## config.mk

```make
export PLATFORM = sky130hd
export DESIGN_NAME = alu_seq
export DESIGN_NICKNAME = d
export VERILOG_FILES = /design/src/rtl/alu_seq.sv
export SDC_FILE = /design/constraint.sdc
export NUM_CORES = 1
export LEC_CHECK = 0
export ABC_AREA = 1
export BUFFER_PORTS_ARGS = -buffer_cell sky130_fd_sc_hd__buf_2
export CORE_MARGIN = 3
export CORE_UTILIZATION = 49
export CTS_BUF_LIST = sky130_fd_sc_hd__clkbuf_8
export CTS_CLUSTER_DIAMETER = 200
export DETAILED_ROUTE_END_ITERATION = 6
export PLACE_DENSITY = 0.76
export SYNTH_ARGS = -nofsm -noshare
export SYNTH_HDL_FRONTEND = slang
export SYNTH_SLANG_ARGS = --single-unit
```

## constraint.sdc

```tcl
create_clock -name clk -period 6.6 [get_ports clk]
set_clock_uncertainty 0.2 [all_clocks]
set_input_delay 0.66 -clock clk [delete_from_list [all_inputs] [get_ports clk]]
set_output_delay 0.66 -clock clk [all_outputs]
set_load 0.02 [all_outputs]
```

## src/rtl/alu_seq.sv

```systemverilog
// Clocked ALU with start/busy/done handshake: single-cycle ADD/SUB/logic/shift ops
// and a fixed-latency iterative shift-add multiplier, all at WIDTH bits.
module alu_seq #(
  parameter int WIDTH = 32
) (
  input  logic             clk,
  input  logic             reset,
  input  logic             start,
  input  logic [WIDTH-1:0] a,
  input  logic [WIDTH-1:0] b,
  input  logic [2:0]       ALUControl,
  output logic             busy,
  output logic             done,
  output logic [WIDTH-1:0] Result,
  output logic [3:0]       ALUFlags,
  output logic             state_dbg
);

  localparam int SH_W  = $clog2(WIDTH);
  localparam int CNT_W = $clog2(WIDTH + 1);
  localparam logic [CNT_W-1:0] LAST_ITER = CNT_W'(WIDTH - 1);

  localparam logic [2:0] OP_ADD = 3'b000;
  localparam logic [2:0] OP_SUB = 3'b001;
  localparam logic [2:0] OP_AND = 3'b010;
  localparam logic [2:0] OP_ORR = 3'b011;
  localparam logic [2:0] OP_EOR = 3'b100;
  localparam logic [2:0] OP_MUL = 3'b101;
  localparam logic [2:0] OP_LSL = 3'b110;
  localparam logic [2:0] OP_LSR = 3'b111;

  typedef enum logic {IDLE = 1'b0, MULT = 1'b1} state_t;

  // Handshake: start is only sampled while busy=0; done is a one-cycle pulse
  // marking the cycle in which Result/ALUFlags were just written.
  state_t           state;
  logic [WIDTH-1:0] mcand;
  logic [WIDTH-1:0] mplier;
  logic [WIDTH-1:0] acc;
  logic [CNT_W-1:0] cnt;

  logic [SH_W-1:0]  sh;
  logic [WIDTH-1:0] b_eff;
  logic [WIDTH:0]   sum;
  logic [WIDTH:0]   shl;
  logic [WIDTH:0]   shr;
  logic [WIDTH-1:0] op_res;
  logic             op_c;
  logic             op_v;
  logic [WIDTH-1:0] acc_next;

  assign state_dbg = state;

  always_comb begin
    sh     = b[SH_W-1:0];
    b_eff  = ALUControl[0] ? ~b : b;
    sum    = {1'b0, a} + {1'b0, b_eff} + (WIDTH+1)'(ALUControl[0]);
    // One extra bit on each shift catches the last bit shifted out as carry.
    shl    = {1'b0, a} << sh;
    shr    = {a, 1'b0} >> sh;
    op_res = '0;
    op_c   = 1'b0;
    op_v   = 1'b0;
    case (ALUControl)
      OP_ADD, OP_SUB: begin
        op_res = sum[WIDTH-1:0];
        op_c   = sum[WIDTH];
        op_v   = ~(a[WIDTH-1] ^ b[WIDTH-1] ^ ALUControl[0]) & (a[WIDTH-1] ^ sum[WIDTH-1]);
      end
      OP_AND: op_res = a & b;
      OP_ORR: op_res = a | b;
      OP_EOR: op_res = a ^ b;
      OP_LSL: begin
        op_res = shl[WIDTH-1:0];
        op_c   = shl[WIDTH];
      end
      OP_LSR: begin
        op_res = shr[WIDTH:1];
        op_c   = shr[0];
      end
      default: op_res = '0;
    endcase
  end

  assign acc_next = mplier[0] ? acc + mcand : acc;

  always_ff @(posedge clk or negedge reset) begin
    if (!reset) begin
      state    <= IDLE;
      busy     <= 1'b0;
      done     <= 1'b0;
      Result   <= '0;
      ALUFlags <= 4'b0000;
      mcand    <= '0;
      mplier   <= '0;
      acc      <= '0;
      cnt      <= '0;
    end else begin
      done <= 1'b0;
      case (state)
        IDLE: begin
          if (start) begin
            if (ALUControl == OP_MUL) begin
              mcand  <= a;
              mplier <= b;
              acc    <= '0;
              cnt    <= '0;
              busy   <= 1'b1;
              state  <= MULT;
            end else begin
              Result   <= op_res;
              ALUFlags <= {op_res[WIDTH-1], (op_res == '0), op_c, op_v};
              done     <= 1'b1;
            end
          end
        end
        MULT: begin
          // Fixed WIDTH iterations, even once the multiplier has drained to zero.
          acc    <= acc_next;
          mcand  <= mcand << 1;
          mplier <= mplier >> 1;
          cnt    <= cnt + CNT_W'(1);
          if (cnt == LAST_ITER) begin
            Result   <= acc_next;
            ALUFlags <= {acc_next[WIDTH-1], (acc_next == '0), 2'b00};
            done     <= 1'b1;
            busy     <= 1'b0;
            cnt      <= '0;
            state    <= IDLE;
          end
        end
        default: state <= IDLE;
      endcase
    end
  end

endmodule

```

After elaboration in Yosys (flattened, before gate mapping)
Cells that the tools add are included.
Widths: inputs -> output; s select.

storage, ports and cells
  register bits after elaboration = 141
  output and inout port bits = 39
  bits of input ports = 70
  logic and storage cells = 82

cells by class
  multiplexer cells = 38
  reduce and logical (&&, ||, !) cells = 7
  add/subtract/negate cells = 4
  eq/ne operators = 12
  shift-type cells = 2
  bitwise operators = 10

operators by type and width
  kind                 count
  $mux 32              11
  $pmux 32 s2          4
  $pmux 32 s6          1
  $logic_not 32->1     2
  $add 32x32->33       1
  $add 33x1->33        1
  $shl 32x5->33        1
  $shr 33x5->33        1
  $add 32x32->32       1
  $and 32x32->32       1
  $not 32->32          1
  $or 32x32->32        1
  $xor 32x32->32       1
  $mux 6               3
  $eq 3x3->1 const B   4
  $mux 4               3
  $pmux 6 s2           1
  $mux 1               10
  $pmux 4 s2           1
  $add 6x1->6 const B  1
  $eq 3x2->1 const B   2
  $eq 6x5->1 const B   1
  $ne 2x2->1 const B   3
  $pmux 1 s2           3
  other kinds (10)     14

Depth between registers and ports, before layout
  depth after elaboration = 10
  mapped depth = 25
  depth with buffers taken out = 24

Worst setup path after synthesis
Ideal clock, no wire load.

  kind = in2reg
  start = input b[3]
  end = register ALUFlags[2]
  cell stages on the path = 25
  required time = 6.334 ns
  buffers on the path = 3
  arrival = 3.133 ns
  setup slack = 3.202 ns
  library setup time = 0.066 ns
  cell sequence = buf_2 > buf_2 > buf_1 > xor2_1 > ha_1 > nand2_1 > nand2_1 > inv_1 > nand2_1 > nand2_1 > nand2_1 > nand2_1 > nand2_1 > nand2_1 > nand2_1 > or2_2 > nand3_1 > nand2_1 > nor2_1 > nand2_1 > nor2_1 > nand2_1 > nand2_1 > nand2_1 > nand2_1

between the ends
  longest elaborated chain between the ends = 9
  elaborated cells between the ends (all ways) = 14
  classes of those cells = add/sub: 2; shift: 2; mux: 5; bitwise: 4; reduce/logical: 1

RTL lines
  element               line  text
  from (decl)           10    input logic [WIDTH-1:0] b,
  $not 32->32           56    b_eff = ALUControl[0] ? ~b : b;
  $mux 32               56
  $add 32x32->33        57    sum = {1'b0, a} + {1'b0, b_eff} + (WIDTH+1)'(ALUControl[0]);
  $add 33x1->33         57
  $pmux 32 s6 (*)       64    case (ALUControl)
  $logic_not 32->1 (*)  112   ALUFlags <= {op_res[WIDTH-1], (op_res == '0), op_c, op_v};
  $mux 4 (*)            103   if (ALUControl == OP_MUL) begin
  $mux 4 (*)            102   if (start) begin
  $pmux 4 s2 (*)        100   case (state)
  to (signal assigned)  112
  to (signal assigned)  125   ALUFlags <= {acc_next[WIDTH-1], (acc_next == '0), 2'b00};
  to (decl)             15    output logic [3:0] ALUFlags,

Every way passes the cells marked *; elsewhere a longest branch is shown, timed or not. The select of a mux whose other input is x is not followed.
A chain may end at the register's enable or synchronous reset.

Final worst setup path
  start = input ALUControl[0]
  end = register Result[11]

between the ends
  longest elaborated chain between the ends = 7
  elaborated cells between the ends (all ways) = 18
  classes of those cells = add/sub: 2; eq/ne: 8; mux: 5; reduce/logical: 3

RTL lines
  element               line  text
  from (decl)           11    input logic [2:0] ALUControl,
  $mux 32               56
  $add 32x32->33        57
  $add 33x1->33         57
  $pmux 32 s6           64
  $mux 32               103
  $mux 32               102
  $pmux 32 s2           100
  to (signal assigned)  111   Result <= op_res;
  to (signal assigned)  124   Result <= acc_next;
  to (decl)             14    output logic [WIDTH-1:0] Result,

Several ways; a longest one is shown, not always the timed one. The select of a mux whose other input is x is not followed.

==> results.cfg <==
[drt]
drt_wl_total_um = 69600
antenna_left = 0
drtPass1Iterations = 5
drt-vias-per-instance = 5.85
vias = 19800
drt_iter0_markers = 2193
drc = 0
wl_per_cell_um = 20.6

[sta]
drv_slew = 0
max_freq_mhz = 238
layout_min_cycle_time_ns = 4.19
report.final.hold_viol_count = 0
worst_pin_slew_ns = 1.13
slew-limit-headroom_pct = 24.6
period_share_pct = 63.6
setup_viol = 0
grt_setup_unrepaired = false
fin_tns_setup_ns = 0
finalHoldWorstSlack_ns = 0.0186

[clock_network]
postCtsResizedCells = 0
ctsRootBufferMaster = clkbuf_8
max-clock-path-buffers = 2
post_cts_buffers = 0
clock_latency_ns = 0.48
cts_made_buffers = 17
clock_tree_from_tritoncts = yes
cts_hold_buffers = 0
max_h_tree_level = 4
worst_setup_hold_path_clk_slew_ns = 0.08
tritoncts_num_sinks = 140

[worst_setup_path]
critical-path-slowest-cell = buf_2
crit_start = ALUControl[0]
critical_path_endpoint_category = register
timing.critical_path.cells = buf_2 > nand3_1 > nand2_1 > inv_1 > nand2_1 > nand2_1 > clkinv_1 > buf_4 > o311ai_0
setup.worst_path.start_class = input pin
critical_path.max_stage_delay_ns = 0.82
cp_num_buf_inv = 4
rr_startpoint = state_dbg
cpMostUsedCell = nand2_1
worstPathRequired_ns = 6.70
critPathMaxFanout = 44
cp.arrival_ns = 4.29
worst-setup-path-type = in -> reg
worst_path_dominant_cell_family = buffers and inverters

[die]
num_rows = 67
fp.coreArea_mm2 = 0.0340
floorplan.initialDensity_pct = 50.3
floorplan.die.width_um = 193
ios = 109
dieHeight_um = 193
die_area_mm2 = 0.0372

[synth]
yosys.area.top_type = nand2_1
post_synthesis_instance_area_mm2 = 0.0171
synth_edf_count = 0
synth-seq-cells = 140
dominantRegCellSynth = dfrtp_1
synth.net_count = 3112
top_post_synthesis_cells_by_count = nand2_1, nand3_1, inv_1
ys_top_cells_by_area = nand2_1, dfrtp_1, nand3_1
post_synth_num_cell_types = 52
synth.yosys.warnings = 0
fraction_of_the_yosys_area_taken_by_sequential_cells_pct = 20.4
syn-instance-count = 2904
yosys.cell_count.top_type = nand2_1
synth_area_per_cell_um2 = 5.90
area_fraction_of_the_dominant_cell_type_after_synthesis_pct = 21.3
async_set_reset_flop_share_out_of_synthesis_pct = 100

[finish]
layout-drive-gt1-share_pct = 7.96
design.final.nets = 3134
n_antenna_cell = 0
layout.cell_area.non_filler_mm2 = 0.0182
area_growth_pct = 6.19

[pwr]
p_leak_nw = 9.98
p_per_area_mw_per_mm2 = 320
max-vdd-ir-drop_v = 0.000224

[global_route]
global_route_wire_length_before_repair_um = 105000
grt.overflow.total = 0
initial_antenna_violation_count = 2
grt_pass1_vias = 18100
grt_start_max_net_pins = 86
grtUsageTotal_pct = 37.3

[min_path]
hold_class = in -> async

[placed_design]
post_dp_cell_area_mm2 = 0.0178
dp_hpwl_um = 54400
placement.io_buffers = 108
routabilityCongestion = 1.07

[status]
outcome = finished, final reports clean

[run]
maxCapViolations = 0
==> cell families (layout without fill, tap and decap cells) <==
group | count (synthesis) | after routing | share of synthesized area (%)
xor gates and xnor gates | 40 | 40 | 2.05
adders and majority gates | 138 | 138 | 10.2
and+or+nand+nor | 1818 | 1818 | 45.6
DFF | 140 | 140 | 20.4
buffers and inverters | 478 | 513 | 11.5
AOI/OAI and AO/OA | 290 | 290 | 10.3
==> cells in the final DEF, fill, tap and decap left out, types with 17 or more instances in the layout <==
cell,netlist,final
a31oi_1,68,68
dfrtp_1,140,139
clkbuf_8,0,20
xor2_1,33,33
nand2_1,971,971
nand4_1,27,27
buf_4,10,17
o211ai_1,19,19
ha_1,136,136
a21oi_1,74,74
nor2_1,283,282
inv_1,343,340
o21ai_0,60,60
buf_2,34,107
nand3_1,449,449
==> per-stage QoR <==
step | instances | setup WS [ns] | total power, mW | utilization (%)
floorplan | 2904 | 3.20 | 3.93 | -
global placement | 3355 | 2.01 | 4.89 | 52.2
detailed placement | 3355 | 2.04 | 4.97 | 52.2
CTS | 3387 | 2.58 | 5.77 | 53.4
global route | 3387 | 2.22 | 6.35 | 53.4
finish | 3387 | 2.41 | 5.82 | 53.4
==> worst paths after layout <==
kind                              end  slack, ns  cells after the start
hold reg to reg                  busy       0.30                      2
min in group clk            mplier[7]       0.30                      3
setup / recovery           Result[11]       2.41                      9
hold / removal                acc[29]       0.02                      1
setup reg to reg           Result[11]       3.22                      8
max in group asynchronous    mcand[0]       4.83                      2
==> flip-flops by register name, summed over array words and instances, names as in the netlist <==
name	flops
busy	1
cnt	6
mcand	32
acc	32
ALUFlags	3
done	1
Result	32
mplier	32
state_dbg	1
==> metal layers <==
| metal | track usage (%) | vias to the layer above | routed length [um] | part of all wire, % |
|---|---|---|---|---|
| li1 | - | 9451 | - | - |
| met1 | 48.6 | 9263 | 28300 | 41 |
| met2 | 59.2 | 922 | 30600 | 44 |
| met3 | 5.82 | 191 | 6030 | 8.7 |
| met4 | 21.3 | 2 | 4720 | 6.8 |
| met5 | 0 | - | 10 | 0.014 |
==> report_power, final <==
part | switching, mW | internal, mW | total (mW) | leakage, nW
Combinational | 2.44 | 1.17 | 3.61 | 8.10
Clock | 0.373 | 0.408 | 0.781 | 0.216
Sequential | 0.274 | 1.16 | 1.43 | 1.66
==> cell type report <==
type,instances,area (um^2)
Fill cell,3603,15800
Multi-Input combinational cell,2286,11700
Sequential cell,140,3500
Inverter,356,1350
Timing Repair Buffer,125,674
Tap cell,448,561
Clock buffer,20,275
Clock inverter,12,159
Power figures use the tool's default switching activity.
